File: src/rtl/sprite_scheduler.sv
// sprite_scheduler: runs each requesting sprite client (ball, paddle, brick)
// to completion once per frame tick, in fixed priority order, and muxes the
// granted client's pixel stream onto the single VGA adapter write port.
module sprite_scheduler #(
  parameter int TIMEOUT = 1000
) (
  input  logic        clock,
  input  logic        resetn,
  input  logic        frame_tick,
  input  logic [2:0]  req,
  input  logic [2:0]  done,
  input  logic [23:0] x_bus,
  input  logic [20:0] y_bus,
  input  logic [8:0]  colour_bus,
  input  logic [2:0]  plot_bus,
  output logic [2:0]  reset_state,
  output logic [2:0]  enable_state,
  output logic [7:0]  x,
  output logic [6:0]  y,
  output logic [2:0]  colour,
  output logic        plot,
  output logic        busy,
  output logic        overrun,
  output logic        timeout
);

  typedef enum logic [1:0] {IDLE, SELECT, RST, RUN} state_t;

  // Last watchdog value of a run; the watchdog never passes TIMEOUT, so 10 bits suffice.
  localparam logic [9:0] WD_LAST = 10'(TIMEOUT - 1);

  state_t      state_reg, state_next;
  logic [2:0]  pending_reg, pending_next;
  logic [1:0]  grant_reg, grant_next;
  logic [9:0]  watchdog_reg, watchdog_next;
  logic        overrun_next, timeout_next;
  logic [2:0]  grant_mask, grant_onehot_next;

  logic [7:0]  x_slice      [3];
  logic [6:0]  y_slice      [3];
  logic [2:0]  colour_slice [3];
  logic [7:0]  x_sel;
  logic [6:0]  y_sel;
  logic [2:0]  colour_sel;
  logic        plot_sel;
  logic        done_sel;

  genvar gi;
  generate
    for (gi = 0; gi < 3; gi++) begin : g_slice
      assign x_slice[gi]      = x_bus[8*gi +: 8];
      assign y_slice[gi]      = y_bus[7*gi +: 7];
      assign colour_slice[gi] = colour_bus[3*gi +: 3];
    end
  endgenerate

  assign grant_mask        = 3'b001 << grant_reg;
  assign grant_onehot_next = 3'b001 << grant_next;

  // Select the granted client's done, plot and pixel data.
  always_comb begin
    x_sel      = x_slice[0];
    y_sel      = y_slice[0];
    colour_sel = colour_slice[0];
    plot_sel   = plot_bus[0];
    done_sel   = done[0];
    case (grant_reg)
      2'd1: begin
        x_sel      = x_slice[1];
        y_sel      = y_slice[1];
        colour_sel = colour_slice[1];
        plot_sel   = plot_bus[1];
        done_sel   = done[1];
      end
      2'd2: begin
        x_sel      = x_slice[2];
        y_sel      = y_slice[2];
        colour_sel = colour_slice[2];
        plot_sel   = plot_bus[2];
        done_sel   = done[2];
      end
      default: ;
    endcase
  end

  // Next-state logic: frame latch, priority grant, client restart/run, watchdog.
  always_comb begin
    state_next    = state_reg;
    pending_next  = pending_reg;
    grant_next    = grant_reg;
    watchdog_next = watchdog_reg;
    timeout_next  = timeout;
    // A tick arriving mid-frame is only flagged; the running frame carries on.
    overrun_next  = overrun | (frame_tick && (state_reg != IDLE));
    case (state_reg)
      IDLE: begin
        if (frame_tick) begin
          pending_next = req;
          state_next   = SELECT;
        end
      end
      SELECT: begin
        if (pending_reg == 3'b000) begin
          state_next = IDLE;
        end else begin
          if (pending_reg[0])      grant_next = 2'd0;
          else if (pending_reg[1]) grant_next = 2'd1;
          else                     grant_next = 2'd2;
          state_next = RST;
        end
      end
      RST: begin
        watchdog_next = '0;
        state_next    = RUN;
      end
      RUN: begin
        watchdog_next = watchdog_reg + 10'd1;
        // done has priority over a watchdog expiry in the same cycle.
        if (done_sel) begin
          pending_next = pending_reg & ~grant_mask;
          state_next   = SELECT;
        end else if (watchdog_reg == WD_LAST) begin
          timeout_next = 1'b1;
          pending_next = pending_reg & ~grant_mask;
          state_next   = SELECT;
        end
      end
      default: state_next = IDLE;
    endcase
  end

  // State register plus registered control outputs derived from the next state.
  always_ff @(posedge clock or negedge resetn) begin
    if (!resetn) begin
      state_reg    <= IDLE;
      pending_reg  <= '0;
      grant_reg    <= '0;
      watchdog_reg <= '0;
      overrun      <= 1'b0;
      timeout      <= 1'b0;
      reset_state  <= '0;
      enable_state <= '0;
      busy         <= 1'b0;
    end else begin
      state_reg    <= state_next;
      pending_reg  <= pending_next;
      grant_reg    <= grant_next;
      watchdog_reg <= watchdog_next;
      overrun      <= overrun_next;
      timeout      <= timeout_next;
      reset_state  <= (state_next == RST) ? grant_onehot_next : 3'b000;
      enable_state <= (state_next == RUN) ? grant_onehot_next : 3'b000;
      busy         <= (state_next != IDLE);
    end
  end

  // VGA output register: follow the granted client while running, else hold pixel and drop plot.
  always_ff @(posedge clock or negedge resetn) begin
    if (!resetn) begin
      x      <= '0;
      y      <= '0;
      colour <= '0;
      plot   <= 1'b0;
    end else if (state_reg == RUN) begin
      x      <= x_sel;
      y      <= y_sel;
      colour <= colour_sel;
      plot   <= plot_sel;
    end else begin
      plot   <= 1'b0;
    end
  end

endmodule
File: config.mk
export PLATFORM = sky130hd
export DESIGN_NAME = sprite_scheduler
export DESIGN_NICKNAME = d
export VERILOG_FILES = /design/src/rtl/sprite_scheduler.sv
export SDC_FILE = /design/constraint.sdc
export NUM_CORES = 1
export LEC_CHECK = 0
export BUFFER_PORTS_ARGS = -buffer_cell sky130_fd_sc_hd__buf_4
export CAP_MARGIN = 20
export CORE_UTILIZATION = 29
export CTS_BUF_LIST = sky130_fd_sc_hd__clkbuf_4 sky130_fd_sc_hd__clkbuf_8 sky130_fd_sc_hd__clkbuf_16
export DETAILED_ROUTE_END_ITERATION = 8
export PLACE_DENSITY_LB_ADDON = 0.1
export SYNTH_ARGS = -nofsm -noshare
export SYNTH_HDL_FRONTEND = slang
export SYNTH_SLANG_ARGS = --single-unit
export TNS_END_PERCENT = 1
File: constraint.sdc
create_clock -name clock -period 2.8 [get_ports clock]
set_input_delay 0.56 -clock clock [delete_from_list [all_inputs] [get_ports clock]]
set_output_delay 0.56 -clock clock [all_outputs]
set_load 0.02 [all_outputs]
==> results of run 1 <==
-- where the power goes --
part / total [mW] / internal (mW) / switching (mW)
sequential: 1.13 / 0.905 / 0.230
combinational: 1.82 / 0.754 / 1.07
clock: 0.505 / 0.267 / 0.238
total: 3.46 / 1.93 / 1.53
-- area by class of cell --
type,count,area (µm²)
timing repair buffer,97,728
tap,102,128
fill,791,4510
sequential,45,1130
clock buffer,5,68.8
multi-input combinational,176,1080
inverter,10,37.5
clock inverter,3,46.3
-- through the flow --
step	util (%)	setup WS (ns)	power [mW]
4_1_cts	41.6	0.969	3.51
3_3_place_gp	40.1	0.972	3.00
3_5_place_dp	40.1	1.00	3.00
2_1_floorplan	-	1.21	2.39
6_report	41.6	0.963	3.46
5_1_grt	41.6	0.826	3.80
-- Yosys cell counts, types with 3 or more instances --
| cell | count |
|---|---|
| dfrtp_1 | 45 |
| nand2_1 | 44 |
| o21ai_0 | 38 |
| a22oi_1 | 19 |
| clkbuf_1 | 9 |
| inv_1 | 9 |
| nand3_1 | 7 |
| buf_2 | 6 |
| nor2_1 | 6 |
| nand4_1 | 5 |
| o311ai_1 | 5 |
| a21oi_1 | 4 |
| and3_1 | 4 |
| ha_1 | 4 |
| nand2b_1 | 3 |
| o21ai_1 | 3 |
| o2bb2ai_1 | 3 |
-- routing by layer --
metal	GRT usage, %	wire (µm)
met3	5.03	432
met5	0	0
met2	24.2	2760
met1	20.7	2680
met4	4.76	78
-- cells by family after synthesis --
logic type               after synthesis
AO/OA/AOI/OAI                         83
XOR/XNOR                               1
adder cells (fa/ha/maj)                4
buffers and inverters                 26
flip-flops                            45
multiplexers                           3
AND/OR/NAND/NOR                       85
-- worst paths after layout --
kind                              start         endpoint  slack [ns]  depth (start not counted)
setup / recovery           grant_reg[1]  enable_state[0]        0.96                          7
hold / removal                   resetn  watchdog_reg[3]        0.25                          1
setup reg to reg           grant_reg[1]  enable_state[0]        0.96                          7
hold reg to reg                    y[2]             y[2]        0.48                          2
max in group asynchronous        resetn             x[6]        2.15                          1
min in group clock                 y[2]             y[2]        0.48                          2
==> impl_results.md, run 1 <==
* Max-capacitance violation count at 0
* Final Cell Area at 3220 µm²
* Post-Syn Area at 2310 µm²
* Worst slew pin tran at 0.582 ns
* Max Clock Skew at 0.00742 ns
* Final wirelength at 5950 µm
* Family with the most delay on the worst path: flip-flops
* CP cell instances: inv_1, ha_1, buf_4, a22o_1, mux2i_2, a21oi_4, nor4_2
* Core ar. at 7730 µm²
* Die H at 91.3 µm
* Synth Net Count at 317
* Initial antenna violation count at 0
* Crit Path Max Fanout at 21
* Run status: finished clean
* Final net count at 405
* # setup viols final at 0
* Crit path buffers/inverters at 2
* Maximum level of the CTS H-tree at 2
* Hold WC Path Type: in -> async
* XOR/XNOR share of the synthesized area at 0.379%
* RSZ-0062 raised after global routing: false
* Post-synthesis compound-gate area fraction at 23.8%
* Cell count after synthesis at 247
* Remaining global-route overflow at 0
* Slew headroom at 61.2%
* Number of port buffers at 93
* Hold Buf Count CTS at 0
* Commonest non-fill, non-tap cell in the layout: buf_4
* Crit Path Class: reg -> reg
* PwrDens at 1080 nW/µm²
* CTS tree: done
* Synth warnings at 0
* Setup Fix Bufs, Post-CTS at 0
* Crit start category: flop
* Post-synthesis area per instance at 9.37 µm²
* Post-synth EDFFs at 0
* Top cells by area, synth: dfrtp_1, o21ai_0, nand2_1, a22oi_1, ha_1
* Die area at 8340 µm²
* Vias in the first global route at 2,073
* Synthesized flop and latch total at 45
* Worst stage delay on the critical path at 0.40 ns
* ANT nets after route at 0
* Area growth syn-to-layout at 39.0%
* Adder-Cell Fraction of Synth Area at 2.16%
* Vias post-DR at 2,108
* Ratio of cells with drive above 1 in the final layout at 33.9%
* Crit share post-route at 65.6%
* DR WL/cell at 13.6 µm
* Core Rows at 32
* Sink Count at 45
* Simple-gate share of the synthesized area at 19.0%
* Yosys top cell area share at 48.7%
* Final hold slack at 0.249 ns
* Largest family of logic cells by synthesized area: compound AO/OA/AOI/OAI gates
* CTS resizes at 0
* # DRC at 0
* Placed Area at 3100 µm²
* Required @ worst endpoint at 3.02 ns
* Max reg flops at 10
* CP arrival at 2.06 ns
* Overall routing resource usage at 15.6%
* Mux contribution to synthesized area at 1.46%
* Clk root buf: clkbuf_8
* TNS Setup at 0 ns
* Clk slew on worst S/H paths at 0.09 ns
* Static leakage at 1.54 nW
* Final Hold Fails at 0
* Commonest non-fill, non-tap cells in the layout: buf_4, dfrtp_1, nand2_1, o21ai_0, a22oi_1
* Post-synth top flop: dfrtp_1
* N_diodes at 0
* Ports at 94
* Finished Layout Cells at 438
* CTS buffer count at 5
* Tmin final at 1.84 ns
* DP HPWL at 4310 µm
* Placed Instances at 430
* Synth async-reset ratio at 100%
* First-pass GRT wire length at 10,400 µm
* Final Slew Violations at 0
* VDD IR max at 438 µV
* Largest net degree at the start of global routing at 46
* Max Freq at 544 MHz
* DR vias/cell at 4.81
* Slowest-stage cell, CP: dfrtp_1
* Leading area contributor after synthesis: dfrtp_1
* Seq/Total Area, Yosys at 48.7%
* Post-synthesis cell type count at 45
* Starting Density at 29.9%
* Die W at 91.3 µm
* Crit. End Element: flop
* CTS Buffer Depth at 2
* Drt first pass iters at 4
* Clk Latency, worst-skew pair at 0.30 ns
* Iteration-0 DRC Markers at 158
* GPL Wtd Cong at 0.737
(Power assumes the default switching activity.)
==> inputs of run 2 (changes only) <==
==> constraint.sdc (replaced) <==
create_clock -name clock -period 1.55 [get_ports clock]
set_input_delay 0.31 -clock clock [delete_from_list [all_inputs] [get_ports clock]]
set_output_delay 0.31 -clock clock [all_outputs]
set_load 0.02 [all_outputs]
==> impl_results.md, run 2 (synthesis gave the netlist of run 1 again) <==
* Max reg flops at 10
* Vias post-DR at 2,203
* Run status: finished clean
* Worst slew pin tran at 0.586 ns
* Ports at 94
* Crit Path Class: reg -> reg
* Max-capacitance violation count at 0
* Final hold slack at 0.00322 ns
* Crit. End Element: flop
* Final wirelength at 6060 µm
* Die area at 8340 µm²
* DR WL/cell at 13.3 µm
* CTS buffer count at 5
* CP Launch Point: grant_reg[0]
* Slew headroom at 60.9%
* Largest net degree at the start of global routing at 46
* Die H at 91.3 µm
* # DRC at 0
* R2R Setup Slk at 0.002 ns
* Worst reg2reg endpoint: enable_state[1]
* Clk root buf: clkbuf_8
* CP arrival at 1.75 ns
* # setup viols final at 0
* Starting Density at 29.9%
* Hold WC Path Type: in -> async
* GPL Wtd Cong at 0.760
* VDD IR max at 685 µV
* First-pass GRT wire length at 10,500 µm
* FF-to-FF path depth at 7
* CP Capture Point: enable_state[1]
* Commonest non-fill, non-tap cell in the layout: buf_4
* DR vias/cell at 4.83
* Number of port buffers at 93
* Overall routing resource usage at 15.8%
* Initial antenna violation count at 0
* Clk Latency, worst-skew pair at 0.30 ns
* Final net count at 423
* CTS tree: done
* Final Slew Violations at 0
* ANT nets after route at 0
* Tmin final at 1.55 ns
* Die W at 91.3 µm
* Finished Layout Cells at 456
* Final Hold Fails at 0
* Remaining global-route overflow at 0
* Static leakage at 1.63 nW
* RR Startpoint: grant_reg[0]
* Required @ worst endpoint at 1.75 ns
* Commonest non-fill, non-tap cells in the layout: buf_4, dfrtp_1, nand2_1, o21ai_0, a22oi_1
* Vias in the first global route at 2,138
* DP HPWL at 4530 µm
* Crit share post-route at 99.9%
* Maximum level of the CTS H-tree at 2
* PwrDens at 1960 nW/µm²
* # fillers at 778
* Max Freq at 646 MHz
* Area growth syn-to-layout at 45.8%
* Ratio of cells with drive above 1 in the final layout at 39.0%
* CTS Buffer Depth at 2
* Core ar. at 7730 µm²
* Core Rows at 32
* Setup Fix Bufs, Post-CTS at 0
* Crit start category: flop
* Sink Count at 45
* Clk slew on worst S/H paths at 0.10 ns
* Placed Instances at 448
* Max Clock Skew at 0.0106 ns
* Crit Path Max Fanout at 5
* Drt first pass iters at 4
* N_diodes at 0
* RSZ-0062 raised after global routing: true
* Iteration-0 DRC Markers at 67
## run 2: cell types whose count changed in the layout (fill, tap and decap cells not counted), moves of 2 or more
cell    previous run  this run
inv_2              1         3
inv_1              9         7
ha_1               4         1
ha_2               0         2
buf_4             97       113
buf_12             0         2
## run 2: how the worst min path moves through the flow
stage	cells past startpoint	to
floorplan	0	busy
global placement	1	watchdog_reg[5]
detailed placement	1	overrun
CTS	1	reset_state[1]
global route	1	reset_state[1]
finish	1	state_reg[0]
## run 2: layer usage
metal,part of all wire [%],vias to the layer above,GRT usage [%]
met4,1.4,0,4.76
met5,0,-,0
met1,45,1014,20.9
met3,7.5,7,4.77
li1,-,1103,-
met2,46,79,24.9
## run 2: cell type report
cell class	instances	area [µm²]	area share, %
Inverter	10	37.5	1.11
Timing Repair Buffer	115	888	26.3
Sequential cell	45	1130	33.4
Clock buffer	5	68.8	2.04
Multi-Input combinational cell	176	1100	32.7
Tap cell	102	128	3.78
Clock inverter	3	21.3	0.631
## run 2: critical path, stage by stage, from the launching register on
cell     delay, ns
dfrtp_1       0.41
inv_2         0.07
ha_2          0.19
a22o_1        0.23
mux2i_2       0.13
buf_4         0.17
a21oi_4       0.07
nor4_1        0.18
## run 2: metrics by stage
stage / instance area, µm² / power [mW] / setup WS, ns / setup TNS [ns] / util, %
final: 3370 / 6.60 / 0.00193 / 0 / 43.6
after global routing: 3370 / 7.25 / -0.112 / -0.688 / 43.6
after global placement: 3260 / 5.83 / 0.0375 / 0 / 42.2
after detailed placement: 3260 / 5.87 / 0.00968 / 0 / 42.2
after floorplan: 2310 / 4.31 / -0.0406 / -0.345 / -
after CTS: 3370 / 6.70 / -0.00581 / -0.00864 / 43.6
## run 2: repair_timing
| item | 4_1_cts | 5_1_grt |
|---|---|---|
| gates resized for setup | 4 | 2 |
| hold buffers | 0 | 0 |
| pin swaps | 0 | 0 |
| setup endpoints to repair | 2 | 21 |
## run 2: power by group
part	total (mW)	leakage [nW]	internal (mW)	switching, mW
registers	1.93	0.560	1.64	0.296
logic	3.91	1.02	1.76	2.15
clock network	0.759	0.0445	0.321	0.439
total	6.60	1.63	3.72	2.89
==> inputs of run 3 (changes only) <==
--- a/config.mk
+++ b/config.mk
@@ -10,7 +10,7 @@
 export CORE_UTILIZATION = 29
 export CTS_BUF_LIST = sky130_fd_sc_hd__clkbuf_4 sky130_fd_sc_hd__clkbuf_8 sky130_fd_sc_hd__clkbuf_16
 export DETAILED_ROUTE_END_ITERATION = 8
-export PLACE_DENSITY_LB_ADDON = 0.1
+export PLACE_DENSITY = 0.64
 export SYNTH_ARGS = -nofsm -noshare
 export SYNTH_HDL_FRONTEND = slang
 export SYNTH_SLANG_ARGS = --single-unit
==> constraint.sdc (replaced) <==
create_clock -name clock -period 1.55 [get_ports clock]
set_input_delay 0.31 -clock clock [delete_from_list [all_inputs] [get_ports clock]]
set_output_delay 0.31 -clock clock [all_outputs]
set_load 0.05 [all_outputs]
==> impl_results.md, run 3 (synthesis gave the netlist of run 1 again) <==
* Sequential Power Share at 26.8%
* Ratio of cells with drive above 1 in the final layout at 39.8%
* Core Rows at 32
* Placed Instances at 448
* Crit path buffers/inverters at 4
* PwrDens at 2140 nW/µm²
* Vias in the first global route at 2,164
* Maximum level of the CTS H-tree at 2
* Clk slew on worst S/H paths at 0.10 ns
* Hold WC Path Type: in -> async
* Static leakage at 1.66 nW
* VDD IR max at 812 µV
* Final wirelength at 6070 µm
* ANT nets after route at 0
* Crit start category: flop
* Tmin final at 1.62 ns
* Crit. End Element: flop
* Core ar. at 7730 µm²
* # DRC at 0
* Worst stage delay on the critical path at 0.38 ns
* # setup viols final at 5
* Clk root buf: clkbuf_8
* Number of port buffers at 93
* Die H at 91.3 µm
* Slew headroom at 61.3%
* Final WS setup at -0.0696 ns
* Drt first pass iters at 4
* Finished Layout Cells at 461
* Max Clock Skew at 0.00719 ns
* CP dominant cell by count: buf_4
* CTS tree: done
* DP HPWL at 4530 µm
* Commonest non-fill, non-tap cell in the layout: buf_4
* Required @ worst endpoint at 1.76 ns
* Max reg flops at 10
* Initial antenna violation count at 0
* RSZ-0062 raised after global routing: true
* Overall routing resource usage at 15.5%
* Vias post-DR at 2,211
* Family with the most delay on the worst path: buffers and inverters
* Largest net degree at the start of global routing at 46
* CP arrival at 1.83 ns
* R2R Setup Slk at -0.07 ns
* Max-capacitance violation count at 0
* Area growth syn-to-layout at 47.6%
* Max Freq at 617 MHz
* Final Cell Area at 3420 µm²
* Commonest non-fill, non-tap cells in the layout: buf_4, dfrtp_1, nand2_1, o21ai_0, a22oi_1
* First-pass GRT wire length at 10,300 µm
* Clock share of power at 10.4%
* Crit Path Class: reg -> reg
* Die area at 8340 µm²
* Final Slew Violations at 0
* Failing checks: negative setup slack
* FF/Latch Area at 1130 µm²
* Placed Area at 3240 µm²
* Ports at 94
* DR WL/cell at 13.2 µm
* Net Switching at 3.58 mW
* Run status: finished with violations
* CTS Buffer Depth at 2
* GPL Wtd Cong at 0.786
* N_diodes at 0
* Switching Fraction at 49.0%
* Int Pwr at 3.73 mW
* Combinational group share of total power at 62.8%
* Slowest-stage cell, CP: dfrtp_1
* Worst slew pin tran at 0.581 ns
* CTS buffer count at 5
* Sink Count at 45
* Crit share post-route at 104%
* Remaining global-route overflow at 0
* DR vias/cell at 4.80
* Iteration-0 DRC Markers at 100
* CP cell instances: buf_4, buf_4, buf_4, nor3b_4, a211oi_4, inv_2, nor4_2
* # fillers at 759
* Clk Latency, worst-skew pair at 0.30 ns
* Final net count at 428
* Die W at 91.3 µm
* Starting Density at 29.9%
* Final Hold Fails at 0
* Crit Path Max Fanout at 3
* Area of the multi-input gates at 1130 µm²
## run 3: per-layer routing
metal | share of wire, % | wire [µm] | GRT usage, % | vias to the layer above
li1 | - | - | - | 1113
met1 | 46 | 2810 | 20.7 | 1005
met2 | 46 | 2810 | 24.9 | 84
met3 | 5.7 | 346 | 3.85 | 9
met4 | 1.7 | 102 | 4.76 | 0
met5 | 0 | 0 | 0 | -
## run 3: timing repair
item | CTS | global route
setup endpoints to repair | 3 | 26
hold endpoints to repair | 0 | 0
gates resized for setup | 0 | 9
gates cloned | 0 | 0
hold buffers | 0 | 0
buffers inserted | 1 | 4
pin swaps | 0 | 2
## run 3: power groups by stage
stage / Clock, mW / Combinational, mW / Sequential [mW]
floorplan: 0 / 2.02 / 2.95
global placement: 0 / 4.37 / 1.95
detailed placement: 0 / 4.45 / 1.96
CTS: 0.797 / 4.45 / 1.95
global route: 0.844 / 5.02 / 2.01
finish: 0.760 / 4.59 / 1.96
## run 3: stage by stage
step	setup slack, ns	utilization [%]	power, mW	hold slack [ns]	setup TNS (ns)
after floorplan	-0.0406	-	4.96	0.0144	-0.345
after global placement	0.0476	41.9	6.32	0.360	0
after detailed placement	-0.0465	41.9	6.41	0.365	-0.0773
after CTS	-0.0442	43.2	7.20	0.0204	-0.0800
after global routing	-0.147	44.2	7.88	0.0434	-1.25
final	-0.0696	44.2	7.30	0.00133	-0.208
## run 3: area by class of cell
type,count,area share (%)
timing repair buffer,120,26.5
sequential,45,33.0
multi-input combinational,176,33.0
inverter,10,1.10
clock buffer,5,2.01
tap,102,3.74
clock inverter,3,0.733
## run 3: worst paths after layout
path / start / end / depth (start not counted)
max: grant_reg[0] / enable_state[0] / 7
min: resetn / watchdog_reg[8] / 1
max reg2reg: grant_reg[0] / enable_state[0] / 7
min reg2reg: overrun / overrun / 1
max in group asynchronous: resetn / watchdog_reg[2] / 1
min in group clock: req[0] / pending_reg[0] / 3
